--- src/rtl/alu32_bist.sv ---
// ALU self-test sequencer: sweeps opcodes x pseudo-random operands, folds out/S into a MISR, compares to GOLDEN.
// Latency: 2 cycles per vector, done 2V+2 edges after start. No backpressure; start ignored while busy.
// ALU_BIST_CORNER_EN: when defined, each opcode runs 4 fixed corner vectors before its LFSR vectors.
module alu32_bist #(
    parameter int             N        = 32,
    parameter int             OP_W     = 5,
    parameter int             NUM_OPS  = 9,
    parameter int             PATTERNS = 16,
    parameter logic [N-1:0]   SEED     = 32'hACE12468,
    parameter logic [N-1:0]   POLY     = 32'h80200003,
    parameter logic [N-1:0]   GOLDEN   = 32'h0
) (
    input  logic            clk,
    input  logic            rst_n,
    input  logic            start,
    output logic [N-1:0]    a_out,
    output logic [N-1:0]    b_out,
    output logic [OP_W-1:0] op_out,
    input  logic [N-1:0]    alu_out,
    input  logic [3:0]      alu_s,
    output logic            busy,
    output logic            done,
    output logic            pass,
    output logic [N-1:0]    signature
);

`ifdef ALU_BIST_CORNER_EN
    localparam int NC = 4;
`else
    localparam int NC = 0;
`endif
    localparam int VPO   = PATTERNS + NC;
    localparam int PAT_W = $clog2(VPO + 1);

    typedef enum logic [2:0] {S_IDLE, S_DRIVE, S_CAPTURE, S_COMPARE, S_DONE} state_t;

    state_t            state, state_nxt;
    logic [N-1:0]      lfsr, misr;
    logic [OP_W-1:0]   op_cnt;
    logic [PAT_W-1:0]  pat_cnt;
    logic              accept, drive_en, cap_en, cmp_en, fin_en;
    logic              last_vec, last_pat, is_corner;
    logic [N-1:0]      corner_a, corner_b, vec_a, vec_b;

    function automatic logic [N-1:0] step(input logic [N-1:0] x);
        return (x >> 1) ^ (x[0] ? POLY : '0);
    endfunction

`ifdef ALU_BIST_CORNER_EN
    assign is_corner = (pat_cnt < PAT_W'(NC));
    always_comb begin
        corner_a = '0;
        corner_b = '0;
        case (pat_cnt[1:0])
            2'd0: begin corner_a = '0; corner_b = '0; end
            2'd1: begin corner_a = '1; corner_b = '1; end
            2'd2: begin corner_a = {1'b1, {(N-4){1'b0}}, 3'b100}; corner_b = N'(1); end
            default: begin corner_a = N'(7); corner_b = N'(2); end
        endcase
    end
`else
    assign is_corner = 1'b0;
    assign corner_a  = '0;
    assign corner_b  = '0;
`endif

    // b operand is a rotated, scrambled copy of the LFSR so a and b are decorrelated
    assign vec_a = is_corner ? corner_a : lfsr;
    assign vec_b = is_corner ? corner_b : ({lfsr[N-8:0], lfsr[N-1:N-7]} ^ {(N/8){8'h5A}});

    assign last_pat = (pat_cnt == PAT_W'(VPO - 1));
    assign last_vec = last_pat && (op_cnt == OP_W'(NUM_OPS - 1));

    always_ff @(posedge clk or negedge rst_n) begin
        if (!rst_n) state <= S_IDLE;
        else        state <= state_nxt;
    end

    always_comb begin
        state_nxt = state;
        case (state)
            S_IDLE:    if (start) state_nxt = S_DRIVE;
            S_DRIVE:   state_nxt = S_CAPTURE;
            S_CAPTURE: state_nxt = last_vec ? S_COMPARE : S_DRIVE;
            S_COMPARE: state_nxt = S_DONE;
            S_DONE:    if (start) state_nxt = S_DRIVE;
            default:   state_nxt = S_IDLE;
        endcase
    end

    always_comb begin
        accept   = start && (state == S_IDLE || state == S_DONE);
        drive_en = (state == S_DRIVE);
        cap_en   = (state == S_CAPTURE);
        cmp_en   = (state == S_COMPARE);
        fin_en   = (state == S_DONE) && !start;
    end

    always_ff @(posedge clk or negedge rst_n) begin
        if (!rst_n) begin
            a_out   <= '0;
            b_out   <= '0;
            op_out  <= '0;
            busy    <= 1'b0;
            done    <= 1'b0;
            pass    <= 1'b0;
            lfsr    <= SEED;
            misr    <= '0;
            op_cnt  <= '0;
            pat_cnt <= '0;
        end else begin
            if (accept) begin
                done    <= 1'b0;
                pass    <= 1'b0;
                busy    <= 1'b1;
                misr    <= '0;
                lfsr    <= SEED;
                op_cnt  <= '0;
                pat_cnt <= '0;
            end
            if (drive_en) begin
                a_out  <= vec_a;
                b_out  <= vec_b;
                op_out <= op_cnt;
            end
            if (cap_en) begin
                misr <= step(misr) ^ alu_out ^ {{(N-4){1'b0}}, alu_s};
                if (!is_corner) lfsr <= step(lfsr);
                if (last_pat) begin
                    pat_cnt <= '0;
                    op_cnt  <= op_cnt + 1'b1;
                end else begin
                    pat_cnt <= pat_cnt + 1'b1;
                end
            end
            if (cmp_en) pass <= (misr == GOLDEN);
            if (fin_en) begin
                busy <= 1'b0;
                done <= 1'b1;
            end
        end
    end

    assign signature = misr;

endmodule

--- config.mk ---
export PLATFORM = sky130hd
export DESIGN_NAME = alu32_bist
export DESIGN_NICKNAME = d
export VERILOG_FILES = /design/src/rtl/alu32_bist.sv
export SDC_FILE = /design/constraint.sdc
export NUM_CORES = 1
export LEC_CHECK = 0
export CAP_MARGIN = 20
export CORE_AREA = 2 2 122 124
export CTS_CLUSTER_SIZE = 24
export DETAILED_ROUTE_END_ITERATION = 8
export DIE_AREA = 0 0 124 126
export PLACE_DENSITY = 0.67
export SYNTH_ARGS = -nofsm -noshare
export SYNTH_HDL_FRONTEND = slang
export SYNTH_SLANG_ARGS = --single-unit
--- constraint.sdc ---
create_clock -name clk -period 3.7 [get_ports clk]
set_input_delay 0.925 -clock clk [delete_from_list [all_inputs] [get_ports clk]]
set_output_delay 0.925 -clock clk [all_outputs]
set_load 0.02 [all_outputs]
# Word level (Yosys, flattened, before mapping)
# Cells that the tools add are included.
# op_classes
bitwise_logic,5
magnitude_cmp,0
n_mux,20
addsub,2
div,0
multipliers,0
n_eq_ne,7
shifts,0
n_reduce_logical,11
# ops
cell,count
32-bit two-way mux,6
31-bit by 32-bit XOR with 32-bit output,2
32-bit logical NOT,1
32-bit XOR,1
32-bit by 4-bit XOR with 32-bit output,1
5-bit two-way mux,6
16-bit NOT,1
3-bit one-hot mux with 4 select lines,1
5-bit by 1-bit adder with 5-bit output (second input constant),2
5-bit by 4-bit == test with 1-bit output (second input constant),2
3-bit by 2-bit == test with 1-bit output (second input constant),2
2-bit nonzero test,3
1-bit two-way mux,5
3-bit by 1-bit == test with 1-bit output (second input constant),1
3-bit == test (second input constant),1
1-bit logical AND,3
3-bit logical NOT,1
3-bit two-way mux,1
2-bit two-way mux,1
2-bit by 1-bit inequality test with 1-bit output (second input constant),1
2-bit OR reduction,1
1-bit logical NOT,1
1-bit logical OR,1
# word_totals
ramBits,0
regBits,149
latch_bits,0
mem_bits_ro,0
out_inout_bits,104
word_cells,56
memories,0

# Logic depth before layout (Yosys ltp)
# Gate-level depths: netlist of the first run.
# depth
ltp_word,6
ltp_mapped,5

# Least setup slack after synthesis of the first run
# No wires, ideal clock.
# synth_timing
path_kind,input -> register
start,input start
end,register lfsr[15]
slack_ns,1.775
stages,5
arrival_time_ns,1.804
path_cell_list,nor3b_2 nor2_2 buf_2 buf_2 a22o_1
# synth_between
elab_chain_len,2
# synth_rtl
item,line_no,rtl
"start, declared",15,"input logic start,"
1-bit logical AND,92,accept = start && (state == S_IDLE || state == S_DONE);
2-bit nonzero test (no line),n/a,
"end signal, assigned",128,if (!is_corner) lfsr <= step(lfsr);
"end, declared",38,"logic [N-1:0] lfsr, misr;"
# Every way passes these cells.
# A chain may end at the register's enable or synchronous reset.

# Final worst setup path of the first run
# layout_timing
start,register misr[0] (netlist: signature[0])
end,output signature[0]
# layout_lines
item,line_no,rtl
"start, declared",38,
"start signal, assigned",127,"misr <= step(misr) ^ alu_out ^ {{(N-4){1'b0}}, alu_s};"
"end, declared",24,output logic [N-1:0] signature
# No word-level cell between the ends.

==> flow_summary.ini, run 1 <==
[timing]
worst-slew-pin-transition_ns = 0.955
timing.final.hold_violations = 0
final_min_period_over_clock_period = 0.669
finalHoldWorstSlack_ns = 0.480
final.min_clock_period_ns = 2.47
timing.max_slew.rel_slack = 0.363
setup_viol_count_final = 0
max_freq_ghz = 0.404
rsz0062_at_grt = false
maxSlewViolCount = 0
totalNegativeSetupSlack_ns = 0
skew_ns = 0.00555

[synthesis]
yosysMostFrequentCell = sky130_fd_sc_hd__dfrtp_1
synth_cell_types = 46
share_of_synthesized_area_spent_on_multiplexers = 0.0913
syn_area_mm2 = 0.00565
synth_adder_area_share = 0.00886
syn_area_per_cell_um2 = 13.5
synth_compound_gate_area_share = 0.138
synth.net_count = 462
synth_ff_type = sky130_fd_sc_hd__dfrtp_1
post-synth-top-area-cell = sky130_fd_sc_hd__dfrtp_1
yosys_register_bits = 133
synthDominantCellAreaShare = 0.532
synth-xor-area-share = 0.0651
seq_area_frac_synth = 0.592
synth_simple_gate_area_frac = 0.0551
number_of_warnings_issued_by_yosys = 0
synth_enable_flop_cells = 0
synth.cells.most_frequent = sky130_fd_sc_hd__dfrtp_1 (120), sky130_fd_sc_hd__a22o_1 (47), sky130_fd_sc_hd__mux2_4 (30), sky130_fd_sc_hd__xor2_1 (30), sky130_fd_sc_hd__nand2_1 (24)
syn_inst = 419
synth-async-reset-ratio = 1.00
dominant_combinational_cell_family_by_area_after_synthesis = compound AO/OA/AOI/OAI gates
ys_top_cells_by_area = sky130_fd_sc_hd__dfrtp_1 (53%), sky130_fd_sc_hd__mux2_4 (8.0%), sky130_fd_sc_hd__a22o_1 (7.3%)

[worst_setup_path]
worst-endpoint-required_ns = 2.77
worstPathBufferInverterCount = 1
worst_r2r_endpoint = op_cnt[1]
timing.critical_path.max_delay_family = buffers and inverters
reg2reg_depth = 3
worst_setup_sp = signature[0]
cp_num_cells = 1
setup.reg_to_reg.worst_slack_ns = 1.58
cp_max_fo = 5
critPathCaptureType = output pin
regToRegStartpoint = state[0]
crit_type = reg -> out
setup.worst_path.start_class = flop
timing.critical_path.slowest_stage_cell = sky130_fd_sc_hd__clkdlybuf4s50_1
crit_path_cell_trace = clkdlybuf4s50_1
crit_path_max_incr_delay_ns = 0.68
worstSetupEndpoint = signature[0]
worst_ep_arrival_time_ns = 1.55

[finish]
share_of_final_layout_standard_cells_stronger_than_drive_strength_1 = 0.168
syn_to_final_growth_pct = 37.8
ff_latch_area_mm2 = 0.00334
final_cell_area_mm2 = 0.00778
antenna-diode-count = 0
fillers = 1218
design.final.nets = 591
area_of_the_multi_input_gates_mm2 = 0.00203

[power]
comb_power_share = 0.411
post-layout-total-power_uw = 7700
power_leakage_uw = 0.00346
power-per-cell-area_mw_per_mm2 = 990
ir_worst_vdd_uv = 435
p_int_uw = 4990
switching_share = 0.352
share_clk_of_total_power = 0.245
seqPwrFrac = 0.344
switching_power_total_uw = 2720

[clock_tree]
cts_hold_repair.buffers = 0
clock_latency_ns = 0.41
cts_tree = yes
clk_root_buffer_cell = sky130_fd_sc_hd__clkbuf_16
cts_inserted_buffers = 17
postCtsSetupRepairBufs = 0
cts-root-to-sink-buffers = 2
postCtsResizedCells = 0
cts.clk_slew.worst_paths_ns = 0.06
clock-sinks = 133
htree_levels = 4

[detailed_routing]
post-route-drc-count = 0
drt_pass1_iterations = 4
via_count = 3817
initialDrtViolationCount = 222
avgViaCountPerCell = 5.13
wl_per_cell_um = 16.6
ant_nets = 0
detail_route.wirelength_mm = 12.4

[global_routing]
grt_first_pass_wirelength_mm = 20.3
grt_antenna_before_repair = 0
grt_max_degree = 103
globalRoute.totalOverflow = 0
grt_pass1_vias = 3814
grt.total_usage = 0.169

[flow_run]
maxCapViolations = 0

[die]
floorplan.die.width_um = 124
fp.dieArea_mm2 = 0.0156
core_area_mm2 = 0.0143
die_h_um = 126
effective_utilization_at_floorplan = 0.395
floorplan.rows = 44
io-pin-count = 143

[placement]
placed_cell_area_mm2 = 0.00711
dp.final_hpwl_mm = 8.30
finalWeightedCongestion = 0.774
io_buffers = 142

[min_path]
path_class_of_the_lowest_slack_min_delay_path = reg -> reg

[status]
result_of_the_run = finished, final reports clean
layout make-up:
class / count / area share
tap: 184 / 0.0296
timing repair buffer: 149 / 0.190
multi-input combinational: 239 / 0.261
inverter: 8 / 0.00386
clock inverter: 13 / 0.0296
sequential: 133 / 0.430
clock buffer: 18 / 0.0564
cell families after synthesis:
family	count (synthesis)
multiplexers	36
AO/OA/AOI/OAI	101
buffers and inverters	47
AND/OR/NAND/NOR	56
flip-flops	133
XOR/XNOR	42
adder cells (fa/ha/maj)	4
worst min path at each step:
| stage | slack (ns) | start | to | depth (start not counted) |
|---|---|---|---|---|
| after global placement | 0.46 | b_out[17] | b_out[17] | 2 |
| after detailed placement | 0.47 | b_out[9] | b_out[9] | 2 |
| after global routing | 0.51 | b_out[19] | b_out[19] | 2 |
| after CTS | 0.48 | b_out[9] | b_out[9] | 2 |
| after floorplan | 0.47 | pat_cnt[4] | pat_cnt[4] | 1 |
| final | 0.48 | b_out[9] | b_out[9] | 2 |
per-stage QoR:
step / utilization / worst slack (ns) / cells
final: 0.544 / 1.23 / 744
after global routing: 0.544 / 1.13 / 744
after CTS: 0.544 / 1.19 / 744
after detailed placement: 0.497 / 0.917 / 713
after global placement: 0.497 / 1.00 / 713
after floorplan: - / 1.78 / 419
flip-flops by register name, summed over array words and instances (netlist names), 3 cells and up:
| name | flops |
|---|---|
| lfsr | 32 |
| op_cnt | 5 |
| pat_cnt | 5 |
| b_out | 16 |
| a_out | 32 |
| signature | 32 |
| op_out | 5 |
| state | 3 |
power groups by stage:
stage | clock network, uW | registers [uW] | logic [uW]
floorplan | 0 | 2970 | 1630
global placement | 0 | 2640 | 3130
detailed placement | 0 | 2670 | 3190
CTS | 1920 | 2660 | 3210
global route | 2000 | 2750 | 3420
finish | 1890 | 2650 | 3170
routing by layer:
metal / GRT usage / up-vias / share of wire
li1: - / 1765 / -
met4: 0.0516 / 0 / 0.013
met2: 0.249 / 124 / 0.47
met5: 0 / - / 0
met1: 0.235 / 1910 / 0.45
met3: 0.0589 / 18 / 0.065
placed cells by master, fill, tap and decap left out, drive strengths merged, types with 8 or more instances in the layout:
| master | netlist | layout |
|---|---|---|
| xnor2 | 12 | 12 |
| inv | 8 | 8 |
| a22o | 47 | 47 |
| mux2 | 34 | 34 |
| clkdlybuf4s50 | 0 | 141 |
| o22a | 11 | 11 |
| dfrtp | 120 | 120 |
| buf | 25 | 8 |
| xor2 | 30 | 30 |
| clkbuf | 14 | 18 |
| o21ai | 24 | 24 |
| dfstp | 13 | 13 |
| nand2 | 24 | 24 |
| nor4 | 8 | 8 |
Note: power is estimated with default switching activity, not from simulation.
==> run 2, diff against run 1 <==
clock period = 2.37 ns   (was 3.7 ns; I/O delays follow)
==> run 2 against run 1 <==
Net effect: sequential share of layout area about the same; count of clock-buffer cells in the layout increased by 2; via count increased by 0.73%; routed wire length increased by 2.7%; cell count increased by 0.67%; sequential power increased by 55%; critical endpoint unchanged; final area about the same; first-iteration DRC count decreased by 36%; combinational power increased by 59%; highest routed layer unchanged.
==> flow_summary.ini, run 2 (same netlist as run 1, synthesis figures left out) <==
[min_path]
path_class_of_the_lowest_slack_min_delay_path = in -> async

[finish]
utilization = 0.543
final_cell_mix = sky130_fd_sc_hd__clkdlybuf4s50_1 (141), sky130_fd_sc_hd__dfrtp_1 (120), sky130_fd_sc_hd__a22o_1 (47)
layout_commonest_cell = sky130_fd_sc_hd__clkdlybuf4s50_1
share_of_final_layout_standard_cells_stronger_than_drive_strength_1 = 0.173
syn_to_final_growth_pct = 37.7
antenna-diode-count = 0
design.final.nets = 595

[clock_tree]
clock-sinks = 133
cts.clk_slew.worst_paths_ns = 0.06
clk_root_buffer_cell = sky130_fd_sc_hd__clkbuf_16
postCtsResizedCells = 0
cts_hold_repair.buffers = 0
cts_inserted_buffers = 17
cts_tree = yes
postCtsSetupRepairBufs = 0
cts-root-to-sink-buffers = 2
clock_latency_ns = 0.40
htree_levels = 4

[timing]
worst-slew-pin-transition_ns = 0.947
setup_viol_count_final = 0
rsz0062_at_grt = false
totalNegativeSetupSlack_ns = 0
skew_ns = 0.00705
timing.final.hold_violations = 0
final.min_clock_period_ns = 2.15
timing.max_slew.rel_slack = 0.368
max_freq_ghz = 0.466
final_min_period_over_clock_period = 0.905
maxSlewViolCount = 0

[worst_setup_path]
reg2reg_depth = 4
cp_max_fo = 5
crit_path_cell_trace = clkdlybuf4s50_1
crit_type = reg -> out
timing.critical_path.max_delay_family = buffers and inverters
cp_num_cells = 1
setup.worst_path.start_class = flop
critPathCaptureType = output pin
worst-endpoint-required_ns = 1.78
crit_path_max_incr_delay_ns = 0.68
worstPathBufferInverterCount = 1
worst_ep_arrival_time_ns = 1.55
setup.reg_to_reg.worst_slack_ns = 0.50
timing.critical_path.slowest_stage_cell = sky130_fd_sc_hd__clkdlybuf4s50_1

[power]
switching_share = 0.362
power_leakage_uw = 0.00346
ir_worst_vdd_uv = 623
seqPwrFrac = 0.348
switching_power_total_uw = 4290
p_int_uw = 7550
share_clk_of_total_power = 0.227
power-per-cell-area_mw_per_mm2 = 1520
comb_power_share = 0.425

[global_routing]
globalRoute.totalOverflow = 0
grt_antenna_before_repair = 0
grt_pass1_vias = 3873
grt.total_usage = 0.165
grt_max_degree = 55
grt_first_pass_wirelength_mm = 20.2

[flow_run]
maxCapViolations = 0

[detailed_routing]
detail_route.wirelength_mm = 12.7
via_count = 3845
avgViaCountPerCell = 5.13
ant_nets = 0
initialDrtViolationCount = 143
post-route-drc-count = 0
wl_per_cell_um = 16.9
drt_pass1_iterations = 4

[status]
result_of_the_run = finished, final reports clean

[placement]
finalWeightedCongestion = 0.777
dp.final_hpwl_mm = 8.42
io_buffers = 142

[die]
floorplan.die.width_um = 124
floorplan.rows = 44
io-pin-count = 143
core_area_mm2 = 0.0143
effective_utilization_at_floorplan = 0.395
fp.dieArea_mm2 = 0.0156
die_h_um = 126
==> run 2: worst paths after layout <==
check,startpoint,to
worst max-delay path,signature[0],signature[0]
worst min-delay path,rst_n,lfsr[4]
worst max register to register,state[0],pat_cnt[4]
worst min register to register,b_out[14],b_out[14]
max in group asynchronous,rst_n,lfsr[21]
min in group clk,b_out[14],b_out[14]
==> run 2: area by class of cell <==
cell class | instances | area [um^2]
clock buffer | 20 | 457
clock inverter | 12 | 154
fill | 1219 | 6540
inverter | 8 | 30.0
multi-input combinational | 240 | 2040
sequential | 133 | 3340
tap | 184 | 230
timing repair buffer | 152 | 1520
==> run 2: stage by stage <==
step	instance area [um^2]	total power (uW)	instances	setup slack [ns]	hold WS (ns)
final	7780	11800	749	0.225	0.146
after global routing	7780	12500	749	0.164	0.176
after CTS	7770	11900	748	0.134	0.148
after detailed placement	7160	9170	716	-0.291	0.476
after global placement	7160	9060	716	-0.209	0.464
after floorplan	5650	7180	419	0.733	0.297
==> run 2: power groups by stage <==
stage	Combinational, uW	Clock, uW	Sequential [uW]
floorplan	2540	0	4640
global placement	4940	0	4120
detailed placement	5010	0	4160
CTS	5050	2730	4140
global route	5400	2840	4270
finish	5030	2680	4120
==> run 2: layer usage <==
metal,part of all wire,track usage,up-vias
li1,-,-,1766
met5,0,0,-
met4,0.016,0.0608,0
met3,0.059,0.0421,19
met1,0.46,0.228,1934
met2,0.46,0.252,126
